--- src/rtl/elevator_request_scheduler.sv ---
// LOOK-policy floor-call scheduler in front of the elevator controller.
// Latches calls, dispatches one target at a time and times the door dwell.
module elevator_request_scheduler #(
  parameter int NUM_FLOORS  = 4,
  parameter int DOOR_CYCLES = 8,
  parameter int TIMER_W     = 4
) (
  input  logic                  clk,
  input  logic                  rst,
  input  logic [NUM_FLOORS-1:0] CALL_REQ,
  input  logic [3:0]            CAR_FLOOR,
  input  logic                  CAR_COMPLETE,
  input  logic                  DOOR_ALERT,
  input  logic                  WEIGHT_ALERT,
  output logic [3:0]            TARGET_FLOOR,
  output logic                  TARGET_VALID,
  output logic                  SERVICE_DIR,
  output logic                  DOOR_OPEN,
  output logic                  SERVED,
  output logic [NUM_FLOORS-1:0] PENDING
);

  typedef enum logic [1:0] {
    IDLE,
    SELECT,
    MOVE,
    DOOR
  } state_t;

  localparam logic [3:0] TOP = 4'(NUM_FLOORS - 1);
  localparam logic [TIMER_W-1:0] DWELL = TIMER_W'(DOOR_CYCLES - 1);

  state_t               state, state_n;
  logic [TIMER_W-1:0]   timer, timer_n;
  logic [NUM_FLOORS-1:0] pend_n, req, clr;
  logic [3:0]           car, tgt_n;
  logic [3:0]           up_lo, dn_hi, up_near, dn_near;
  logic                 has_up, has_dn, has_up_near, has_dn_near;
  logic                 here, alert, arrive;
  logic                 valid_n, dir_n, door_n, served_n;

  assign car   = (CAR_FLOOR > TOP) ? TOP : CAR_FLOOR;
  assign alert = DOOR_ALERT | WEIGHT_ALERT;

  // Nearest pending floors above/below the car, and between car and target
  always_comb begin
    has_up      = 1'b0;
    has_dn      = 1'b0;
    has_up_near = 1'b0;
    has_dn_near = 1'b0;
    here        = 1'b0;
    up_lo       = '0;
    dn_hi       = '0;
    up_near     = '0;
    dn_near     = '0;
    for (int i = NUM_FLOORS - 1; i >= 0; i--) begin
      if (PENDING[i] && 4'(i) > car) begin
        has_up = 1'b1;
        up_lo  = 4'(i);
        if (4'(i) < TARGET_FLOOR) begin
          has_up_near = 1'b1;
          up_near     = 4'(i);
        end
      end
    end
    for (int i = 0; i < NUM_FLOORS; i++) begin
      if (PENDING[i] && 4'(i) < car) begin
        has_dn = 1'b1;
        dn_hi  = 4'(i);
        if (4'(i) > TARGET_FLOOR) begin
          has_dn_near = 1'b1;
          dn_near     = 4'(i);
        end
      end
      if (PENDING[i] && 4'(i) == car)
        here = 1'b1;
    end
  end

  always_comb begin
    state_n  = state;
    tgt_n    = TARGET_FLOOR;
    valid_n  = TARGET_VALID;
    dir_n    = SERVICE_DIR;
    door_n   = DOOR_OPEN;
    served_n = 1'b0;
    timer_n  = timer;
    arrive   = 1'b0;
    unique case (state)
      IDLE: begin
        if (|PENDING)
          state_n = SELECT;
      end
      SELECT: begin
        if (PENDING == '0) begin
          state_n = IDLE;
        end else begin
          state_n = MOVE;
          valid_n = 1'b1;
          if (here) begin
            tgt_n = car;
          end else if (SERVICE_DIR) begin
            if (has_up) begin
              tgt_n = up_lo;
            end else begin
              dir_n = 1'b0;
              tgt_n = dn_hi;
            end
          end else if (has_dn) begin
            tgt_n = dn_hi;
          end else begin
            dir_n = 1'b1;
            tgt_n = up_lo;
          end
        end
      end
      MOVE: begin
        if (CAR_COMPLETE && car == TARGET_FLOOR) begin
          arrive   = 1'b1;
          served_n = 1'b1;
          valid_n  = 1'b0;
          door_n   = 1'b1;
          timer_n  = DWELL;
          state_n  = DOOR;
        end else if (!alert) begin
          if (SERVICE_DIR && has_up_near)
            tgt_n = up_near;
          else if (!SERVICE_DIR && has_dn_near)
            tgt_n = dn_near;
        end
      end
      DOOR: begin
        if (alert) begin
          timer_n = DWELL;
        end else if (timer == '0) begin
          door_n  = 1'b0;
          state_n = (|PENDING) ? SELECT : IDLE;
        end else begin
          timer_n = timer - TIMER_W'(1);
        end
      end
      default: state_n = IDLE;
    endcase
  end

  // Calls at the open-door floor are swallowed; the served bit is cleared
  always_comb begin
    for (int i = 0; i < NUM_FLOORS; i++) begin
      req[i] = CALL_REQ[i] &&
               !(state == DOOR && 4'(i) == TARGET_FLOOR);
      clr[i] = arrive && 4'(i) == TARGET_FLOOR;
    end
    pend_n = (PENDING | req) & ~clr;
  end

  always_ff @(posedge clk or negedge rst) begin
    if (!rst) begin
      state        <= IDLE;
      PENDING      <= '0;
      TARGET_FLOOR <= '0;
      TARGET_VALID <= 1'b0;
      SERVICE_DIR  <= 1'b0;
      DOOR_OPEN    <= 1'b0;
      SERVED       <= 1'b0;
      timer        <= '0;
    end else begin
      state        <= state_n;
      PENDING      <= pend_n;
      TARGET_FLOOR <= tgt_n;
      TARGET_VALID <= valid_n;
      SERVICE_DIR  <= dir_n;
      DOOR_OPEN    <= door_n;
      SERVED       <= served_n;
      timer        <= timer_n;
    end
  end

endmodule

--- config.mk ---
export PLATFORM = sky130hd
export DESIGN_NAME = elevator_request_scheduler
export DESIGN_NICKNAME = d
export VERILOG_FILES = /design/src/rtl/elevator_request_scheduler.sv
export SDC_FILE = /design/constraint.sdc
export NUM_CORES = 1
export LEC_CHECK = 0
export ABC_AREA = 1
export CORE_UTILIZATION = 50
export CTS_CLUSTER_DIAMETER = 50
export DETAILED_ROUTE_END_ITERATION = 8
export MAX_ROUTING_LAYER = met4
export PLACE_DENSITY = 0.87
export SLEW_MARGIN = 20
export SYNTH_ARGS = -nofsm -noshare
export SYNTH_HDL_FRONTEND = slang
export SYNTH_SLANG_ARGS = --single-unit
--- constraint.sdc ---
create_clock -name clk -period 2.1 [get_ports clk]
set_input_delay 0.63 -clock clk [delete_from_list [all_inputs] [get_ports clk]]
set_output_delay 0.63 -clock clk [all_outputs]
set_load 0.1 [all_outputs]
==> results of run 1 <==
where the power goes:
| part | internal, mW | leakage (nW) | switching (mW) |
|---|---|---|---|
| Sequential | 0.432 | 0.202 | 0.127 |
| Clock | 0.106 | 0.0210 | 0.109 |
| Combinational | 0.514 | 0.744 | 0.975 |
| Total | 1.05 | 0.967 | 1.21 |
cell families (layout without fill, tap and decap cells):
logic type / after synthesis / in the layout
AO/OA/AOI/OAI: 36 / 36
adder cells (fa/ha/maj): 6 / 6
AND/OR/NAND/NOR: 101 / 101
flip-flops: 18 / 18
buffers and inverters: 33 / 68
synth_stat cells:
| master | instances |
|---|---|
| a21o_1 | 1 |
| a21oi_1 | 8 |
| a21oi_2 | 1 |
| a22oi_2 | 1 |
| a31o_2 | 1 |
| a31oi_1 | 1 |
| dfrtp_1 | 18 |
| ha_1 | 6 |
| inv_1 | 29 |
| inv_2 | 4 |
| nand2_1 | 47 |
| nand2_2 | 6 |
| nand2_4 | 3 |
| nand3_1 | 16 |
| nand3_2 | 2 |
| nand4_1 | 4 |
| nor2_1 | 15 |
| nor2_2 | 6 |
| nor2_4 | 1 |
| nor2_8 | 1 |
| o211ai_1 | 1 |
| o21ai_0 | 12 |
| o21ai_1 | 7 |
| o21ai_2 | 1 |
| o21bai_2 | 1 |
| o22ai_1 | 1 |
flip-flops by register name, summed over array words and instances (netlist names), named ones only:
name / cells
PENDING: 4
TARGET_FLOOR: 4
timer: 4
DOOR_OPEN: 1
SERVED: 1
SERVICE_DIR: 1
TARGET_VALID: 1
state: 1
layer usage:
metal,vias up,track usage [%],part of all wire (%)
met3,9,3.67,5.5
met4,0,9.83,1.5
li1,699,-,-
met1,630,32.5,43
met2,49,47.2,50
met5,-,-,0
area by class of cell:
cell class,instances,area (µm²),share of cell area [%]
timing repair buffer,31,415,22.5
inverter,33,124,6.70
multi-input combinational,143,786,42.5
clock buffer,4,36.3,1.96
tap,30,37.5,2.03
sequential,18,450,24.4
metrics by stage:
| step | total power, mW | std cells | TNS [ns] | setup slack, ns | cell area, µm² |
|---|---|---|---|---|---|
| 2_1_floorplan | 1.56 | 194 | 0 | 0.100 | 1360 |
| 4_1_cts | 2.26 | 259 | 0 | 0.0505 | 1850 |
| 3_3_place_gp | 2.01 | 255 | -1.84 | -0.181 | 1810 |
| 6_report | 2.26 | 259 | 0 | 0.0996 | 1850 |
| 3_5_place_dp | 2.04 | 255 | -2.70 | -0.253 | 1810 |
| 5_1_grt | 2.41 | 259 | 0 | 0.0204 | 1850 |
repair_timing:
action / in CTS / in global routing
endpoints found under the hold margin: 0 / 0
resized for setup: 0 / 2
setup buffers: 0 / 0
endpoints found under the setup margin: 0 / 4
hold buffers: 0 / 0
final timing paths:
kind	endpoint	depth (start not counted)
setup reg to reg	timer[2]	7
min in group asynchronous	DOOR_OPEN	2
max in group asynchronous	TARGET_FLOOR[3]	2
hold reg to reg	timer[3]	2
hold / removal	timer[3]	2
setup / recovery	timer[2]	11
worst min-delay path, stage by stage (launching register included):
cell and delay (ns):
dfrtp_1 0.40, nand2_1 0.06, o21ai_1 0.06
==> impl_results.md, run 1 <==
- Status: complete, no violations
- CP Class: in -> reg
- CTS Buf Count: 3
- Synth Cell Area: 1360 µm²
- Share of layout cells above drive strength 1: 22.3%
- Average wire per standard cell: 13.4 µm
- Gate Count Post-Synth: 194
- Leading area contributor after synthesis: dfrtp_1
- Buf/Inv on CP: 1
- Clock slew at reported path FFs: 0.10 ns
- FMAX: 0.500 GHz
- Initial core utilization: 53.9%
- Root buffer cell: clkbuf_4
- Most frequent cells in the layout: 47 x nand2_1, 29 x inv_1, 18 x dfrtp_1
- Final setup vio count: 0
- Mapped Nets: 213
- Clock sinks: 18
- Initial antenna violation count: 0
- Synth Area in Simple Gates: 36.6%
- Via density: 5.36
- Top Ports: 25
- Max Transition Viols Final: 0
- Row cnt: 18
- Yosys reg bits: 18
- Die width: 54.2 µm
- Final hold viol count: 0
- Remaining Overflow, GRT: 0
- Iteration-0 DRC Markers: 25
- First-pass GRT wire length: 5530 µm
- Die Height: 54.2 µm
- Final WL: 3460 µm
- Post-synthesis mux area share: 0%
- Start point of the critical path: CAR_FLOOR[3]
- Worst-skew pair later-pin latency: 0.30 ns
- Nets: 249
- XOR/XNOR share of the synthesized area: 0%
- Setup slack, reg-to-reg: 0.33 ns
- Final Skew: 0.00365 ns
- CP delay by family, top: simple AND/OR/NAND/NOR gates
- HP Start: timer[3]
- Hpwl dp: 2710 µm
- Commonest non-fill, non-tap cell in the layout: nand2_1
- Finished Core Util: 73.3%
- Via count of the first global-routing pass: 1,321
- Routed vias: 1,387
- Number of fill cells: 192
- Largest net degree at the start of global routing: 19
- CP max stage delay: 0.49 ns
- Slowest stage cell, crit path: clkdlybuf4s50_1
- Core box area: 2520 µm²
- Worst-Margin Slew: 0.344 ns
- Largest family of logic cells by synthesized area: simple AND/OR/NAND/NOR gates
- Max Buffers Root-to-Sink: 2
- WP data required: 2.29 ns
- Worst path cell trace: clkdlybuf4s50_1, nor2_8, nand2_4, nand2_1, nand2_1, nor2_2, nand2_2, nand2_4, nand2_4, o21ai_1, o21ai_1
- P per Cell Area: 1220 nW/µm²
- Top-area cell type share of the netlist area: 33.1%
- Max VDD drop: 0.000995 V
- Nature of the critical path endpoint: flop
- Remaining antenna violation count: 0
- RSZ-0062 raised after global routing: false
- Post-Synth Adder-Cell Area: 5.52%
- Synth top area cells: dfrtp_1 33%, nand2_1 13%, inv_1 8.0%, nand3_1 5.9%, ha_1 5.5%
- Leakage power: 0.967 nW
- Fin crit period: 2.00 ns
- Crit path max fanout: 7
- Number of distinct library cells after synthesis: 26
- H-tree levels: 1
- Sequential share of the synthesized area: 33.1%
- Rel. slew slack: 77.0%
- IO Port Bufs: 24
- Hold Path Class: reg -> reg
- Post-synthesis compound-gate area fraction: 15.6%
- CTS tree: yes
- Gpl congestion: 0.848
- Die area: 2930 µm²
- CP startpoint kind: primary input
- Tcrit/Tclk final: 95.3%
- Most used cell, CP: nand2_4
- Ant diodes: 0
- Area Overhead vs Synth: 36.0%
- Drc violations: 0
- Worst Path Arrival: 2.20 ns
- Syn avg cell area: 7.01 µm²
- Max cap viols: 0
- Pre-Repair DR Iteration Count: 4
- Gr usage total: 27.5%
- Hold WS: 0.558 ns
- Yosys warnings: 0
(Power assumes the default switching activity.)
==> run 2, diff against run 1 <==
Settings changed: CELL_PAD_IN_SITES_DETAIL_PLACEMENT from default to 1, CELL_PAD_IN_SITES_GLOBAL_PLACEMENT from default to 1, CORE_UTILIZATION 50 to 37, PLACE_DENSITY 0.87 to 0.89.
==> run 2 against run 1 <==
- sequential cell count unchanged
- via count is 4.1% higher
- worst hold slack got worse by 0.0070 ns
==> impl_results.md, run 2 (synthesized netlist as in run 1, its figures left out) <==
- Final WL: 4370 µm (+26%)
- Internal Pwr Total: 1.03 mW (-2.4%)
- Status: complete, no violations
- Average wire per standard cell: 15.7 µm (+17%)
- Hold WS: 0.551 ns (-0.00697 ns)
- Post-Place Worst Slack: -0.290 ns (-0.0373 ns)
- Psw: 1.25 mW (+3.0%)
- Via count of the first global-routing pass: 1,564 (+18%)
- Final setup vio count: 0 (unchanged)
- Final hold viol count: 0 (unchanged)
- Reg-to-Reg End: timer[2]
- Leakage power: 0.994 nW (+2.8%)
- Dpl cell area: 1850 µm² (+2.3%)
- Clk network pwr share: 7.6% (-1.9 points)
- Buf/Inv on CP: 4 (+3)
- Drc violations: 0 (unchanged)
- Placed insts: 274 (+7.5%)
- Post-Layout Inst Area: 1900 µm² (+2.5%)
- Max cap viols: 0 (unchanged)
- Tcrit/Tclk final: 95.0% (-0.30 points)
- Area Overhead vs Synth: 39.4%
- Hold Crit Endpoint: timer[2]
- Hold Path Class: reg -> reg
- Area of the multi-input gates: 786 µm² (unchanged)
- FMAX: 0.501 GHz (+0.32%)
- Die width: 62.6 µm (+16%)
- Worst-Margin Slew: 0.376 ns (+0.0319 ns)
- Row cnt: 21 (+3)
- First-pass GRT wire length: 7350 µm (+33%)
- CTS Buf Count: 3 (unchanged)
- Combinational Power Share: 67.4% (+1.6 points)
- TNS Setup: 0 ns (unchanged)
- Routed vias: 1,444 (+4.1%)
- Top flop regs: PENDING x4, TARGET_FLOOR x4, timer x4
- IO Port Bufs: 24 (unchanged)
- Worst Path Arrival: 2.18 ns (-0.02 ns)
- Clock slew at reported path FFs: 0.10 ns (about the same)
- Slowest stage cell, crit path: clkdlybuf4s50_1
- Ant diodes: 0 (unchanged)
- Number of fill cells: 435 (+130%)
- Hpwl dp: 3670 µm (+35%)
- Die area: 3920 µm² (+34%)
- Clock sinks: 18 (unchanged)
- Sw Share: 54.8% (+1.3 points)
- Share of power burned in registers: 25.0% (+0.3 points)
- Gpl congestion: 0.839 (-1.1%)
- Die Height: 62.6 µm (+16%)
- Remaining antenna violation count: 0 (unchanged)
- Nets: 254 (+2.0%)
- Largest net degree at the start of global routing: 19 (unchanged)
- Max VDD drop: 0.000831 V (-17%)
- H-tree levels: 1 (unchanged)
- CTS Hold Buffers Added: 0 (unchanged)
- Finished Core Util: 55.5% (-18 points)
- Root buffer cell: clkbuf_4
- Most frequent cells in the layout: 47 x nand2_1, 29 x inv_1, 18 x dfrtp_1
- R2R cell count: 7 (unchanged)
- Share of layout cells above drive strength 1: 23.6% (+1.3 points)
- CP Class: in -> reg
- Initial core utilization: 39.8% (-14 points)
- Max Buffers Root-to-Sink: 2 (unchanged)
- WP data required: 2.29 ns (about the same)
- CP delay by family, top: simple AND/OR/NAND/NOR gates
- Pre-Repair DR Iteration Count: 4 (unchanged)
- Remaining Overflow, GRT: 0 (unchanged)
- Setup ws final: 0.106 ns (+0.00639 ns)
- Rel. slew slack: 74.9% (-2.1 points)
- Top Ports: 25 (unchanged)
- Max Transition Viols Final: 0 (unchanged)
- HP Start: timer[2]
- Iteration-0 DRC Markers: 56 (+120%)
- CP max stage delay: 0.50 ns (about the same)
- Pwr Total: 2.27 mW (+0.48%)
- WHS Path Cells: 2 (unchanged)
- CP startpoint kind: primary input
- Setup slack, reg-to-reg: 0.31 ns (-0.02 ns)
- P per Cell Area: 1200 nW/µm² (-2.0%)
- Fin crit period: 1.99 ns (-0.00639 ns)
- Register Area: 450 µm² (unchanged)
- Commonest non-fill, non-tap cell in the layout: nand2_1
- Fin cells: 279 (+7.7%)
- Final Skew: 0.00112 ns (-0.00253 ns)
- RSZ-0062 raised after global routing: false
- CTS tree: yes
- Initial antenna violation count: 0 (unchanged)
- Gr usage total: 24.6% (-2.9 points)
- Worst-skew pair later-pin latency: 0.29 ns (about the same)
- Core box area: 3420 µm² (+35%)
- Nature of the critical path endpoint: flop
- Worst path cell trace: clkdlybuf4s50_1, inv_1, nand2_2, inv_2, nor2_1, nor2_2, nand3_2, nand3_2, nor2_4, inv_2, nand2_1, nand2_1
- Crit path max fanout: 7 (unchanged)
- Via density: 5.18 (-3.4%)
## run 2: cell count changes in the layout (fill, tap and decap cells not counted)
cell	change
buf_4	+5
clkbuf_8	-1
clkdlybuf4s50_1	-1
dlymetal6s2s_1	+1
## run 2: how the worst max path moves through the flow
stage                                  to  cells after the start       startpoint  slack, ns
after global routing      TARGET_FLOOR[1]                     12     CAR_FLOOR[0]      0.003
after global placement    TARGET_FLOOR[0]                     11     CAR_FLOOR[3]      -0.21
after detailed placement  TARGET_FLOOR[1]                     11     CAR_FLOOR[3]      -0.29
after floorplan           TARGET_FLOOR[0]                      9  TARGET_FLOOR[1]       0.10
after CTS                 TARGET_FLOOR[1]                     11     CAR_FLOOR[3]       0.03
final                     TARGET_FLOOR[1]                     12     CAR_FLOOR[0]       0.11
## run 2: what timing repair did
item	4_1_cts	5_1_grt
endpoints found under the setup margin	0	7
setup buffers	0	2
resized for setup	0	3
## run 2: cell type report
| cell class | instances | share of cell area, % |
|---|---|---|
| timing repair buffer | 36 | 24.0 |
| tap | 46 | 3.04 |
| clock buffer | 3 | 1.19 |
| multi-input combinational | 143 | 41.5 |
| sequential | 18 | 23.8 |
| inverter | 33 | 6.53 |
## run 2: power groups by stage
stage	logic [mW]	clock network (mW)	registers [mW]
detailed placement	1.53	0	0.574
floorplan	0.639	0	0.917
CTS	1.54	0.176	0.568
global placement	1.48	0	0.566
global route	1.66	0.192	0.580
finish	1.53	0.173	0.567
## run 2: routing by layer
layer | global-route usage (%) | part of all wire, % | vias to the layer above
met1 | 28.2 | 41 | 695
met2 | 45.5 | 54 | 37
met5 | - | 0 | -
li1 | - | - | 704
met4 | 6.69 | 1.3 | 0
met3 | 2.01 | 3.4 | 8
## run 2: worst min-delay path, cell delays in order, from the launching register on
cell and delay (ns):
dfrtp_1 0.38, o21ai_1 0.07, o21ai_1 0.07
==> RTL change: new RTL, settings of run 2 <==
`NUM_FLOORS`: 4 -> 5.
--- a/src/rtl/elevator_request_scheduler.sv
+++ b/src/rtl/elevator_request_scheduler.sv
@@ -3,3 +3,3 @@
 module elevator_request_scheduler #(
-  parameter int NUM_FLOORS  = 4,
+  parameter int NUM_FLOORS  = 5,
   parameter int DOOR_CYCLES = 8,
Ports: changed (resized CALL_REQ and PENDING); port bits go from 25 to 27. No check against the original RTL was run, so the function may have changed too.
==> RTL change against run 2 <==
Worst hold slack improved by 0.0046 ns; combinational power increased by 5%; first-iteration DRC count increased by 16%; setup slack improved by 0.029 ns; global-route usage increased by 3.7 points; register-to-register slack got worse by 0.11 ns; sequential cell count increased by 1; area after synthesis increased by 17%; total power increased by 8.3%; routed wire length increased by 27%; die area increased by 16%; final area increased by 19%.
==> RTL change: results (changes against run 2) <==
| Metric | Value |
|---|---|
| Status | `complete, no violations` |
| Worst hold slack | `0.556 ns (+0.00461 ns)` |
| Vias in the first global route | `2,007 (+28%)` |
| Top flop regs | `PENDING (5), TARGET_FLOOR (4), timer (4)` |
| Actual slew at the worst max-slew pin | `0.373 ns (-0.00365 ns)` |
| CP max-delay cell | `nor2_4` |
| Global-route wire length before repair | `9.17 mm (+25%)` |
| CP max stage delay | `0.24 ns (-0.26 ns)` |
| Worst R2R Setup Slack | `0.20 ns (-0.11 ns)` |
| Clock skew | `0.00607 ns (+0.00494 ns)` |
| Post-DP Area | `0.00216 sq mm (+16%)` |
| Layout cell share with drive strength beyond 1 | `0.235 (-0.00136)` |
| CP Launch Point | `CAR_FLOOR[3]` |
| Port Buffers | `26 (+8.3%)` |
| Pre-CTS setup slack | `-0.453 ns (-0.163 ns)` |
| WL/cell | `16.2 um (+3.3%)` |
| Min cycle time layout | `1.97 ns (-0.0286 ns)` |
| CTS root buf | `clkbuf_8` |
| Leading post-synthesis cells by cell area | `dfrtp_1 (30%), nand2_1 (15%), inv_1 (9.7%)` |
| P_sw | `0.00132 W (+6.0%)` |
| Cells after synthesis | `244 (+26%)` |
| Synth cell types | `23 (-12%)` |
| # nets final | `315 (+24%)` |
| Commonest cells in the synthesized netlist | `nand2_1 (65), inv_1 (41), o21ai_0 (25), nor2_1 (24), nand3_1 (22)` |
| VDD IR-drop max | `0.828 mV (-0.30%)` |
| Placer Congestion | `0.920 (+9.6%)` |
| Synthesized Nets | `264 (+24%)` |
| All-Layer GR Usage | `0.283 (+0.0369)` |
| Data arrival, critical path | `2.15 ns (-0.03 ns)` |
| Layout Cells excl Fill | `344 (+23%)` |
| Register Area | `478 sq um (+6.1%)` |
| Fillcell total | `534 (+23%)` |
| Largest net degree at the start of global routing | `20 (+1)` |
==> RTL change: final cells by class <==
cell class,instances,share of cell area
Clock buffer,4,0.0200
Inverter,42,0.0700
Multi-Input combinational cell,182,0.429
Sequential cell,19,0.212
Tap cell,50,0.0278
Timing Repair Buffer,47,0.241
==> RTL change: kinds of logic (layout without fill, tap and decap cells) <==
group	count (synthesis)	after routing	synth area share
simple gates	133	134	0.391
fa+ha+maj	6	6	0.0474
compound gates	42	42	0.147
buf+inv	44	93	0.115
flops	19	19	0.300
==> RTL change: worst paths after layout <==
| check | end | depth (start not counted) |
|---|---|---|
| min in group asynchronous | async pin | 2 |
| worst min register to register | timer[2] | 2 |
| max in group asynchronous | TARGET_FLOOR[1] | 2 |
| worst max register to register | TARGET_FLOOR[1] | 11 |
| worst min-delay path | timer[2] | 2 |
| worst max-delay path | TARGET_FLOOR[1] | 14 |
==> RTL change: repair_timing <==
item,in CTS,in global routing
pin swaps,3,3
cloned,1,0
setup endpoints to repair,17,12
gates resized for setup,4,12
setup buffers,1,1
==> RTL change: power groups by stage <==
| stage | logic [W] | clock network (W) | registers [W] |
|---|---|---|---|
| after floorplan | 0.000680 | 0 | 0.000897 |
| after CTS | 0.00155 | 0.000273 | 0.000591 |
| after global placement | 0.00149 | 0 | 0.000595 |
| final | 0.00160 | 0.000266 | 0.000596 |
| after detailed placement | 0.00153 | 0 | 0.000599 |
| after global routing | 0.00173 | 0.000289 | 0.000607 |
==> RTL change: worst max-delay path: cells and delay by family <==
family	cells	cell delay [ns]
simple gates	9	0.90
buf+inv	4	0.53
compound gates	1	0.10
==> RTL change: layer usage <==
layer,vias to the layer above,global-route usage,wire length (um)
met1,871,0.310,2330
met4,0,0.133,157
met5,-,-,0
met2,49,0.508,2920
li1,878,-,-
met3,21,0.0304,158
